--- config.mk ---
export PLATFORM = sky130hd
export DESIGN_NAME = clk_div_ctrl
export DESIGN_NICKNAME = d
export VERILOG_FILES = /design/src/rtl/clk_div_ctrl.sv
export SDC_FILE = /design/constraint.sdc
export NUM_CORES = 1
export LEC_CHECK = 0
export CORE_MARGIN = 5
export CORE_UTILIZATION = 62
export CTS_BUF_LIST = sky130_fd_sc_hd__clkbuf_2 sky130_fd_sc_hd__clkbuf_4 sky130_fd_sc_hd__clkbuf_8
export CTS_CLUSTER_DIAMETER = 150
export DETAILED_ROUTE_END_ITERATION = 7
export PLACE_DENSITY_LB_ADDON = 0.1
export SYNTH_ARGS = -nofsm -noshare
export SYNTH_HDL_FRONTEND = slang
export SYNTH_SLANG_ARGS = --single-unit
--- constraint.sdc ---
create_clock -name clk -period 6.1 [get_ports clk]
set_clock_uncertainty 0.05 [all_clocks]
set_input_delay 1.22 -clock clk [delete_from_list [all_inputs] [get_ports clk]]
set_output_delay 1.22 -clock clk [all_outputs]
set_load 0.05 [all_outputs]
--- src/rtl/clk_div_ctrl.sv ---
// clk_div_ctrl: run-time controller for a square-wave clock divider.
// Divisor changes land on half-period boundaries; clk_out always parks low.
module clk_div_ctrl #(
  parameter int CNT_W   = 32,
  parameter int DEF_DIV = 4
) (
  input  logic             clk,
  input  logic             reset,
  input  logic             en,
  input  logic             cfg_valid,
  input  logic [CNT_W-1:0] cfg_div,
  output logic             cfg_ready,
  output logic             cfg_err,
  output logic             clk_out,
  output logic             tick,
  output logic             busy
);

  typedef enum logic [1:0] {
    S_IDLE,
    S_RUN,
    S_PEND,
    S_STOP
  } state_t;

  localparam logic [CNT_W-1:0] DEF = CNT_W'(DEF_DIV);
  localparam logic [CNT_W-1:0] ONE = CNT_W'(1);

  state_t           r_state;
  logic [CNT_W-1:0] r_count;
  logic [CNT_W-1:0] r_div_act;
  logic [CNT_W-1:0] r_div_pend;
  logic             r_has_pend;
  logic             r_clk_out;
  logic             r_tick;
  logic             r_cfg_err;

  logic             w_active;
  logic             w_bound;
  logic             w_xfer;
  logic             w_xfer_ok;
  logic             w_park;
  logic [CNT_W-1:0] w_last;

  assign w_active  = (r_state != S_IDLE);
  assign w_last    = r_div_act - ONE;
  assign w_bound   = w_active && (r_count == w_last);
  assign cfg_ready = (r_state != S_PEND);
  assign w_xfer    = cfg_valid & cfg_ready;
  assign w_xfer_ok = w_xfer & (cfg_div != '0);
  // Stop completes once clk_out is low or is about to fall.
  assign w_park    = !en && (!r_clk_out || w_bound);

  assign cfg_err = r_cfg_err;
  assign clk_out = r_clk_out;
  assign tick    = r_tick;
  assign busy    = w_active;

  // Single FSM: counter, divisor registers and registered outputs.
  always_ff @(posedge clk) begin
    if (reset) begin
      r_state    <= S_IDLE;
      r_count    <= '0;
      r_div_act  <= DEF;
      r_div_pend <= '0;
      r_has_pend <= 1'b0;
      r_clk_out  <= 1'b0;
      r_tick     <= 1'b0;
      r_cfg_err  <= 1'b0;
    end else begin
      r_cfg_err <= w_xfer && (cfg_div == '0);
      r_tick    <= 1'b0;
      if (!w_active) begin
        r_count <= '0;
      end else if (w_bound) begin
        r_count   <= '0;
        r_clk_out <= ~r_clk_out;
        r_tick    <= 1'b1;
      end else begin
        r_count <= r_count + ONE;
      end

      unique case (r_state)
        S_IDLE: begin
          if (w_xfer_ok) begin
            r_div_act <= cfg_div;
          end
          if (en) begin
            r_state <= S_RUN;
          end
        end

        S_RUN: begin
          if (w_xfer_ok) begin
            r_div_pend <= cfg_div;
            r_has_pend <= 1'b1;
          end
          if (!en) begin
            r_state <= S_STOP;
          end else if (w_xfer_ok) begin
            r_state <= S_PEND;
          end
        end

        S_PEND: begin
          if (w_bound) begin
            r_div_act  <= r_div_pend;
            r_has_pend <= 1'b0;
            r_state    <= en ? S_RUN : S_STOP;
          end else if (!en) begin
            r_state <= S_STOP;
          end
        end

        S_STOP: begin
          if (w_park) begin
            // Clock is parked: any divisor waiting can land now.
            r_state    <= S_IDLE;
            r_count    <= '0;
            r_clk_out  <= 1'b0;
            r_tick     <= r_clk_out;
            r_has_pend <= 1'b0;
            if (w_xfer_ok) begin
              r_div_act <= cfg_div;
            end else if (r_has_pend) begin
              r_div_act <= r_div_pend;
            end
          end else begin
            if (w_bound && r_has_pend) begin
              r_div_act <= r_div_pend;
            end
            if (w_xfer_ok) begin
              r_div_pend <= cfg_div;
              r_has_pend <= 1'b1;
            end else if (w_bound) begin
              r_has_pend <= 1'b0;
            end
            if (en) begin
              if (w_xfer_ok || (r_has_pend && !w_bound)) begin
                r_state <= S_PEND;
              end else begin
                r_state <= S_RUN;
              end
            end
          end
        end

        default: begin
          r_state <= S_IDLE;
        end
      endcase
    end
  end

endmodule

==> results of run 1 <==
==> sequential cells by signal, indices dropped and copies added, names as in the netlist <==
signal and cells:
r_div_pend 32, r_state 2, r_has_pend 1, r_count 32
cfg_err 1, clk_out 1, tick 1, r_div_act 32
==> logic make-up after synthesis <==
family / Yosys count / synth area share [%]
fa+ha+maj: 3 / 0.608
buf+inv: 51 / 4.03
simple gates: 339 / 27.9
flops: 102 / 33.1
mux: 63 / 12.7
compound gates: 107 / 12.2
xor+xnor: 68 / 9.64
==> power groups by stage <==
stage / registers, W / clock network (W) / logic, W
after floorplan: 0.000780 / 0 / 0.000598
after global placement: 0.000820 / 0 / 0.000691
after detailed placement: 0.000823 / 0 / 0.000705
after CTS: 0.000808 / 0.000416 / 0.000709
after global routing: 0.000820 / 0.000443 / 0.000777
final: 0.000811 / 0.000403 / 0.000715
==> synth_stat cells (5+ instances only) <==
cell,n,area share (%)
a31oi_1,6,0.61
o21ai_0,9,0.73
dfxtp_1,102,33
mux2_4,30,7.3
mux2i_1,32,5.2
nor2b_1,30,3.0
nor4_1,21,2.1
nor2_1,103,6.3
inv_1,10,0.61
nand4_1,19,1.9
nand2_1,87,5.3
xor2_1,29,4.1
nor3_1,17,1.4
and3_1,9,0.91
and4_1,5,0.71
a21oi_1,45,3.6
nand3_1,16,1.3
xnor2_1,39,5.5
clkbuf_1,36,2.2
==> worst max-delay path: stages, from the launching register on <==
cell	delay, ps
dfxtp_1	370
inv_1	90
ha_1	240
or3b_2	520
or4_1	410
o32ai_1	260
a311oi_1	150
nand2b_1	200
a211o_1	270
nor4_1	310
nand4_1	130
ha_1	280
nor2_1	500
nand3_1	140
nand2_1	140
nor2_1	60
nand2_1	760
nor2_1	140
==> metal layers <==
| layer | vias to the layer above | part of all wire, % | global-route usage (%) |
|---|---|---|---|
| met3 | 21 | 5.6 | 5.81 |
| met1 | 2513 | 47 | 34.5 |
| met2 | 163 | 46 | 41.5 |
| li1 | 2612 | - | - |
| met4 | 0 | 1.2 | 6.50 |
| met5 | - | 0 | 0 |
==> path summary, 6_finish.rpt <==
| kind | from | to | slack, ps | cells past startpoint |
|---|---|---|---|---|
| min | r_div_pend[5] | r_div_pend[5] | 410 | 2 |
| max | r_div_act[0] | r_count[3] | 910 | 17 |
| max reg2reg | r_div_act[0] | r_count[3] | 910 | 17 |
| min reg2reg | r_div_pend[5] | r_div_pend[5] | 410 | 2 |
==> through the flow <==
stage | hold WS (ps) | area, µm² | instances | util, %
2_1_floorplan | 386 | 6180 | 733 | -
3_3_place_gp | 390 | 6580 | 870 | 67.7
3_5_place_dp | 396 | 6580 | 870 | 67.7
4_1_cts | 410 | 6760 | 885 | 69.5
5_1_grt | 427 | 6760 | 885 | 69.5
6_report | 408 | 6760 | 885 | 69.5
==> final cells by class <==
type                    count  area (µm²)
clock buffers              11         145
fillers                   862        2970
repair buffers             45         433
clock inverters             4        31.3
flip-flops and latches    102        2040
well taps                 133         166
multi-input cells         580        3900
inverters                  10        37.5
==> summary.md, run 1 <==
| Metric | Value |
|---|---|
| Startpoint types | `flop` |
| Cell Pwr Density | `285 mW/mm²` |
| Net Sw Frac | `37.4%` |
| Hpwl dp | `10.6 mm` |
| Nets | `787` |
| Hold Vio Cnt, Final | `0` |
| Cell Rows | `36` |
| Post-synth top flop | `dfxtp_1` |
| DRC violations left | `0` |
| Final worst path period need | `5190 ps` |
| Max cap viols | `0` |
| Setup ws final | `911 ps` |
| Final Max Slew Viols | `0` |
| Commonest cells after routing, fill and taps aside | `nor2_1 (103), dfxtp_1 (102), nand2_1 (87), a21oi_1 (44)` |
| Most common cell after layout, fill and taps aside | `nor2_1` |
| Rel. slew slack | `31.6%` |
| Chip height | `110 µm` |
| Slew @ Worst Pin | `1020 ps` |
| Clock Latency Late Sink | `390 ps` |
| CTS tree | `built` |
| H-tree depth | `3` |
| Clock power share | `20.9%` |
| Die Area | `0.0121 mm²` |
| Leak | `2.60 nW` |
| First-pass GRT wire length | `24.4 mm` |
| Clk pin slew, worst setup/hold paths | `100 ps` |
| GRT overflow | `0` |
| Root buf cell | `clkbuf_8` |
| Netlist cell types | `77` |
| Core area | `0.00973 mm²` |
| Worst Path Max Fanout | `31` |
| PostCTS Resize Cnt | `0` |
| Flop pwr share | `42.1%` |
| Port Buffers | `40` |
| All-Layer GR Usage | `25.7%` |
| Crit Path Category | `reg2reg` |
| RSZ-0062 raised after global routing | `false` |
| Ys async rst share | `0%` |
| Syn Inst Count | `733` |
| Via count of the first global-routing pass | `4969` |
| # diodes | `0` |
| Post-Route WL | `14.9 mm` |
| Layout cell share with drive strength beyond 1 | `10.2%` |
| Via count | `5309` |
| Antenna viol nets, final | `0` |
| Buffers inserted by post-CTS timing repair | `0` |
| Maximum buffer depth of the clock tree | `2` |
| TritonRoute pass-1 iters | `5` |
| Avg Cell Area, Syn | `8.43 µm²` |
| Routability cong. | `0.925` |
| IO Count | `41` |
| TNS Setup | `0 ps` |
| Sequential area share after synthesis | `33.1%` |
| Wire per inst | `16.8 µm` |
| Crit end category | `flop` |
| Switch Pwr | `0.000722 W` |
| Number of synthesized flops with an enable pin | `0` |
| VDD IR max | `0.204 mV` |
| #FFs+latches synth | `102` |
| Tcrit/Tclk final | `85.1%` |
| Cts bufs inserted | `9` |
| CTS Sinks | `102` |
| Area growth syn-to-layout | `9.42%` |
| Largest net degree at the start of global routing | `100` |
| Outcome | `completed` |
| Dpl ws | `965 ps` |
| Die width | `110 µm` |
| Mapped Nets | `772` |
| Worst EP arrival | `5370 ps` |
| Initial antenna violation count | `0` |
| Drt via density | `6.00` |
| Hold-fix buffers at CTS | `0` |
| Crit path required time | `6290 ps` |
| Starting Density | `63.5%` |
| Final Power | `0.00193 W` |
| Comb power frac | `37.1%` |
| Synthesis Warnings | `0` |
| Starting DRT DRC Count | `511` |
| Max Clock Freq | `193 MHz` |
| Final Setup Violations | `0` |
| Hold Crit Class | `reg2reg` |
| Internal | `0.00121 W` |
| Netlist Area Pre-Place | `0.00618 mm²` |
(Power assumes the default switching activity.)
==> inputs of run 2 (changes only) <==
--- a/config.mk
+++ b/config.mk
@@ -11,6 +11,7 @@
 export CTS_CLUSTER_DIAMETER = 150
 export DETAILED_ROUTE_END_ITERATION = 7
 export PLACE_DENSITY_LB_ADDON = 0.1
+export RECOVER_POWER = 100
 export SYNTH_ARGS = -nofsm -noshare
 export SYNTH_HDL_FRONTEND = slang
 export SYNTH_SLANG_ARGS = --single-unit
==> run 2 against run 1 <==
Utilization shrank 1.2 points. Critical path depth shrank 1. Sequential share of layout area grew 0.54 points. Combinational power shrank 4.9%. Clock power is essentially flat. Sequential power is essentially flat.
==> summary.md, run 2 (synthesis results as in run 1) <==
| Metric | Value |
|---|---|
| Outcome | `completed` |
| PostCTS Resize Cnt | `0 (unchanged)` |
| Worst Path Max Fanout | `31 (unchanged)` |
| RSZ-0062 raised after global routing | `false` |
| Post-layout util | `68.2% (-1.2 points)` |
| Startpoint types | `flop` |
| Final Max Slew Viols | `0 (unchanged)` |
| Commonest cells after routing, fill and taps aside | `nor2_1 (103), dfxtp_1 (102), nand2_1 (87), a21oi_1 (44), xnor2_1 (39)` |
| Die Area | `0.0121 mm² (unchanged)` |
| Post-Route WL | `15.0 mm (+0.74%)` |
| First-pass GRT wire length | `24.4 mm (unchanged)` |
| Max Clock Freq | `180 MHz (-6.4%)` |
| Crit Reg-Reg Startpoint | `r_div_act[0]` |
| Hold Path Stages | `2 (unchanged)` |
| Via count | `5300 (-0.17%)` |
| VDD IR max | `0.205 mV (about the same)` |
| Flop pwr share | `42.8% (+0.7 points)` |
| Dpl ws | `965 ps (unchanged)` |
| R2R cell count | `16 (-1)` |
| Critical R2R Capture | `r_div_act[26]` |
| Initial antenna violation count | `0 (unchanged)` |
| All-Layer GR Usage | `25.7% (unchanged)` |
| Top delay family on crit path | `simple AND/OR/NAND/NOR gates` |
| Cell mode on critical path | `ha_1` |
| Core area | `0.00973 mm² (unchanged)` |
| Multi-input logic area | `0.00379 mm² (-3.0%)` |
| Most common cell after layout, fill and taps aside | `nor2_1` |
| Crit-path slowest cell | `o21a_1` |
| Buffers inserted by post-CTS timing repair | `0 (unchanged)` |
| Port Buffers | `40 (unchanged)` |
| CTS tree | `built` |
| Nets | `787 (unchanged)` |
| Cell Pwr Density | `285 mW/mm² (about the same)` |
| Hold-fix buffers at CTS | `0 (unchanged)` |
| Crit path required time | `6320 ps (+30 ps)` |
| Worst-path cell chain | `inv_1, ha_1, or3b_2, or4_1, o32ai_1, a311oi_1, nand2b_1, a211o_1, nor4_1, nand4_1, ha_1, nor2_1, o211a_1, a21oi_1, o21a_1, mux2_1` |
| Max cap viols | `0 (unchanged)` |
| Biggest regs | `r_count: 32 flops, r_div_act: 32 flops, r_div_pend: 32 flops` |
| Hold path endpoint | `r_div_pend[5]` |
| DRC violations left | `0 (unchanged)` |
| Antenna viol nets, final | `0 (unchanged)` |
| Tcrit/Tclk final | `90.9% (+5.8 points)` |
| Crit end category | `flop` |
| TritonRoute pass-1 iters | `5 (unchanged)` |
| Starting Density | `63.5% (unchanged)` |
| Drt via density | `5.99 (-0.17%)` |
| H-tree depth | `3 (unchanged)` |
| Hold Crit Class | `reg2reg` |
| Hold Vio Cnt, Final | `0 (unchanged)` |
| Net Sw Frac | `37.8% (+0.39 points)` |
| Cts bufs inserted | `9 (unchanged)` |
| IO Count | `41 (unchanged)` |
| Worst Min Path Start | `r_div_pend[5]` |
| Maximum buffer depth of the clock tree | `2 (unchanged)` |
| Cell Rows | `36 (unchanged)` |
| Clock Latency Late Sink | `390 ps (about the same)` |
| Slew @ Worst Pin | `1450 ps (+428 ps)` |
| Final Setup Violations | `0 (unchanged)` |
| Clock power share | `21.3% (+0.4 points)` |
| Worst path buffer plus inverter count | `1 (unchanged)` |
| Wire per inst | `17.0 µm (+0.74%)` |
| Setup ws final | `555 ps (-356 ps)` |
| Min Hold Slack | `407 ps (-0.239 ps)` |
| Fill count | `912 (+5.8%)` |
| Root buf cell | `clkbuf_8` |
| Rel. slew slack | `3.16% (-28 points)` |
| GRT overflow | `0 (unchanged)` |
| Die width | `110 µm (unchanged)` |
| Starting DRT DRC Count | `504 (-1.4%)` |
| Worst EP arrival | `5770 ps (+400 ps)` |
| CTS Sinks | `102 (unchanged)` |
| Leak | `2.53 nW (-2.5%)` |
| # diodes | `0 (unchanged)` |
| Crit Path Category | `reg2reg` |
| R2R Setup Slk | `560 ps (-360 ps)` |
| Critical Path Start | `r_div_act[0]` |
| Switch Pwr | `0.000717 W (-0.71%)` |
| Internal | `0.00118 W (-2.4%)` |
| Final worst path period need | `5540 ps (+356 ps)` |
| Clk pin slew, worst setup/hold paths | `100 ps (about the same)` |
| Via count of the first global-routing pass | `4969 (unchanged)` |
| Chip height | `110 µm (unchanged)` |
| Layout cell share with drive strength beyond 1 | `6.25% (-4.0 points)` |
| Hpwl dp | `10.6 mm (unchanged)` |
| Area growth syn-to-layout | `7.49%` |
| Largest net degree at the start of global routing | `100 (unchanged)` |
| Routability cong. | `0.925 (unchanged)` |
| Register area | `0.00204 mm² (unchanged)` |
| CP peak stage delay | `660 ps (-100 ps)` |
| TNS Setup | `0 ps (unchanged)` |
| Comb power frac | `35.8% (-1.3 points)` |
-- run 2: changes by cell type in the layout (fill, tap and decap cells not counted) --
| cell | before | now |
|---|---|---|
| o21a_4 | 1 | 0 |
| buf_4 | 5 | 4 |
| dlygate4sd3_1 | 0 | 6 |
| mux2_1 | 0 | 29 |
| o21a_1 | 2 | 3 |
| clkbuf_2 | 0 | 1 |
| mux2_4 | 30 | 1 |
| clkdlybuf4s50_1 | 39 | 33 |
-- run 2: final cells by class --
cell class | count | share of cell area (%)
multi-input combinational | 580 | 57.0
sequential | 102 | 30.8
timing repair buffer | 45 | 6.48
tap | 133 | 2.51
clock buffer | 11 | 2.19
inverter | 10 | 0.565
clock inverter | 4 | 0.471
-- run 2: through the flow --
step           std cells  power, W  area, µm²
2_1_floorplan        733   0.00138       6180
3_3_place_gp         870   0.00151       6580
3_5_place_dp         870   0.00153       6580
4_1_cts              885   0.00193       6760
5_1_grt              885   0.00201       6640
6_report             885   0.00190       6640
-- run 2: power groups by stage --
stage,combinational (W),sequential (W),clock [W]
final,0.000680,0.000812,0.000404
after detailed placement,0.000705,0.000823,0
after global routing,0.000742,0.000820,0.000443
after floorplan,0.000598,0.000780,0
after CTS,0.000709,0.000808,0.000416
after global placement,0.000691,0.000820,0
-- run 2: metal layers --
metal	vias to the layer above	routed length (µm)	GRT usage [%]
li1	2612	-	-
met1	2479	7000	34.5
met2	198	6890	41.5
met3	11	993	5.81
met4	0	133	6.50
met5	-	0	0
-- run 2: worst register-to-register path, delay by kind of cell (launching register included) --
family | cells | cell delay, ps
simple gates | 6 | 2080
compound gates | 6 | 1730
mux | 1 | 590
fa+ha+maj | 2 | 520
flops | 1 | 370
buf+inv | 1 | 90
-- run 2: how the worst max path moves through the flow --
| stage | endpoint | slack (ps) | depth (start not counted) |
|---|---|---|---|
| 2_1_floorplan | r_div_act[23] | 1620 | 16 |
| 3_3_place_gp | r_count[25] | 1240 | 17 |
| 3_5_place_dp | r_count[3] | 960 | 17 |
| 4_1_cts | r_count[3] | 960 | 17 |
| 5_1_grt | r_div_act[26] | 280 | 14 |
| 6_report | r_div_act[26] | 560 | 16 |
==> inputs of run 3 (changes only) <==
--- a/config.mk
+++ b/config.mk
@@ -5,6 +5,7 @@
 export SDC_FILE = /design/constraint.sdc
 export NUM_CORES = 1
 export LEC_CHECK = 0
+export CORE_ASPECT_RATIO = 2
 export CORE_MARGIN = 5
 export CORE_UTILIZATION = 62
 export CTS_BUF_LIST = sky130_fd_sc_hd__clkbuf_2 sky130_fd_sc_hd__clkbuf_4 sky130_fd_sc_hd__clkbuf_8
==> run 3 against run 2 <==
Utilization shrank 0.27 points. Non-clock buffer count shrank 2. Combinational power is essentially flat. Sequential cell count is the same. Sequential power shrank 0.7%. Die area grew 1.0%. Sequential share of layout area is essentially flat. Critical path type unchanged. Critical endpoint is now r_count[21]. Largest cell class unchanged.
==> summary.md, run 3 (synthesis results as in run 1) <==
| Metric | Value |
|---|---|
| Outcome | `completed` |
| Clk pin slew, worst setup/hold paths | `100 ps (about the same)` |
| Post-Route WL | `14.8 mm (-1.6%)` |
| Hpwl dp | `10.9 mm (+2.6%)` |
| Min Hold Slack | `408 ps (+1.04 ps)` |
| First-pass GRT wire length | `24.5 mm (+0.31%)` |
| Worst EP arrival | `5250 ps (-520 ps)` |
| Fill count | `844 (-7.5%)` |
| Maximum buffer depth of the clock tree | `2 (unchanged)` |
| Final Setup Violations | `0 (unchanged)` |
| Area growth syn-to-layout | `7.43% (about the same)` |
| Layout cell share with drive strength beyond 1 | `6.13% (-0.12 points)` |
| Crit Path Category | `reg2reg` |
| Port Buffers | `40 (unchanged)` |
| Root buf cell | `clkbuf_8` |
| # diodes | `0 (unchanged)` |
| Max cap viols | `0 (unchanged)` |
| Starting Density | `63.3% (-0.22 points)` |
| Hold Vio Cnt, Final | `0 (unchanged)` |
| Startpoint types | `flop` |
| Antenna viol nets, final | `0 (unchanged)` |
| Worst Path Max Fanout | `31 (unchanged)` |
| Buffers inserted by post-CTS timing repair | `0 (unchanged)` |
| Final worst path period need | `5090 ps (-459 ps)` |
| Post-layout util | `68.0% (-0.27 points)` |
| RSZ-0062 raised after global routing | `false` |
| Via count | `5258 (-0.79%)` |
| H-tree depth | `3 (unchanged)` |
| Clock Latency Late Sink | `380 ps (about the same)` |
| Drt via density | `5.95 (-0.57%)` |
| Hold-fix buffers at CTS | `0 (unchanged)` |
| Cell Pwr Density | `287 mW/mm² (+0.39%)` |
| Hold Crit Class | `reg2reg` |
| IO Count | `41 (unchanged)` |
| Via count of the first global-routing pass | `5230 (+5.3%)` |
| Critical Path Start | `r_div_act[0]` |
| Max Clock Freq | `197 MHz (+9.0%)` |
| Die width | `80.6 µm (-27%)` |
| CTS Sinks | `102 (unchanged)` |
| Biggest regs | `r_count: 32 flops, r_div_act: 32 flops, r_div_pend: 32 flops` |
| Worst Min Path Start | `r_div_pend[22]` |
| Slew @ Worst Pin | `1050 ps (-400 ps)` |
| Largest net degree at the start of global routing | `77 (-23%)` |
| TritonRoute pass-1 iters | `8 (+3)` |
| Crit path required time | `6270 ps (-50 ps)` |
| All-Layer GR Usage | `25.2% (-0.47 points)` |
| VDD IR max | `0.202 mV (-1.3%)` |
| Cell Rows | `51 (+42%)` |
| Die Area | `0.0122 mm² (+1.0%)` |
| Routability cong. | `0.901 (-2.6%)` |
| Core area | `0.00976 mm² (+0.35%)` |
| TNS Setup | `0 ps (unchanged)` |
| GRT overflow | `0 (unchanged)` |
| Chip height | `151 µm (+38%)` |
| DRC violations left | `0 (unchanged)` |
| Rel. slew slack | `29.6% (+26 points)` |
| Crit end category | `flop` |
| Tcrit/Tclk final | `83.4% (-7.5 points)` |
| Leak | `2.53 nW (-0.20%)` |
| Final Max Slew Viols | `0 (unchanged)` |
| CTS tree | `built` |
| Wire per inst | `16.7 µm (-1.4%)` |
| Commonest cells after routing, fill and taps aside | `nor2_1 (103), dfxtp_1 (102), nand2_1 (87), a21oi_1 (44), xnor2_1 (39)` |
| Starting DRT DRC Count | `340 (-33%)` |
| Cts bufs inserted | `9 (unchanged)` |
| PostCTS Resize Cnt | `0 (unchanged)` |
| Nets | `785 (-0.25%)` |
| Crit Reg-Reg Startpoint | `r_div_act[0]` |
| Most common cell after layout, fill and taps aside | `nor2_1` |
| Initial antenna violation count | `0 (unchanged)` |
[run 3: layer usage]
layer / track usage (%) / routed length, µm
met3: 3.57 / 481
met4: 14.0 / 690
met2: 43.4 / 7530
met5: 0 / 0
met1: 29.5 / 6070
[run 3: layout make-up]
type | count | area (µm²) | area share, %
Multi-Input combinational cell | 580 | 3780 | 57.0
Sequential cell | 102 | 2040 | 30.8
Timing Repair Buffer | 43 | 418 | 6.30
Tap cell | 132 | 165 | 2.49
Clock buffer | 10 | 138 | 2.07
Clock inverter | 6 | 51.3 | 0.773
Inverter | 10 | 37.5 | 0.566
[run 3: path summary, 6_finish.rpt]
check / to / slack (ps) / cells after the start
min: r_div_pend[22] / 410 / 2
min reg2reg: r_div_pend[22] / 410 / 2
max: r_count[21] / 1010 / 17
max reg2reg: r_count[21] / 1010 / 17
[run 3: power breakdown]
group	total, W	switching (W)	leakage, nW	internal [W]
sequential	0.000806	0.0000870	0.829	0.000719
clock	0.000419	0.000252	0.0996	0.000167
combinational	0.000677	0.000388	1.60	0.000289
[run 3: through the flow]
step	setup slack (ps)	area (µm²)	instances	total power, W
2_1_floorplan	1620	6180	733	0.00138
3_5_place_dp	1040	6570	867	0.00152
5_1_grt	432	6640	883	0.00201
6_report	1010	6640	883	0.00190
4_1_cts	989	6760	883	0.00194
3_3_place_gp	1280	6570	867	0.00150
[run 3: critical path: stages (launching register included)]
cell and delay [ps]:
dfxtp_1 370, inv_1 100, ha_1 230, or3b_2 510
or4_1 410, o32ai_1 260, a311oi_1 160, nand2b_1 210
a211o_1 260, nor4_1 250, nand4_1 130, ha_1 270
nor2_1 470, nand3_1 130, nand2_1 140, nor2_1 60
nand2_1 770, nor2_1 140
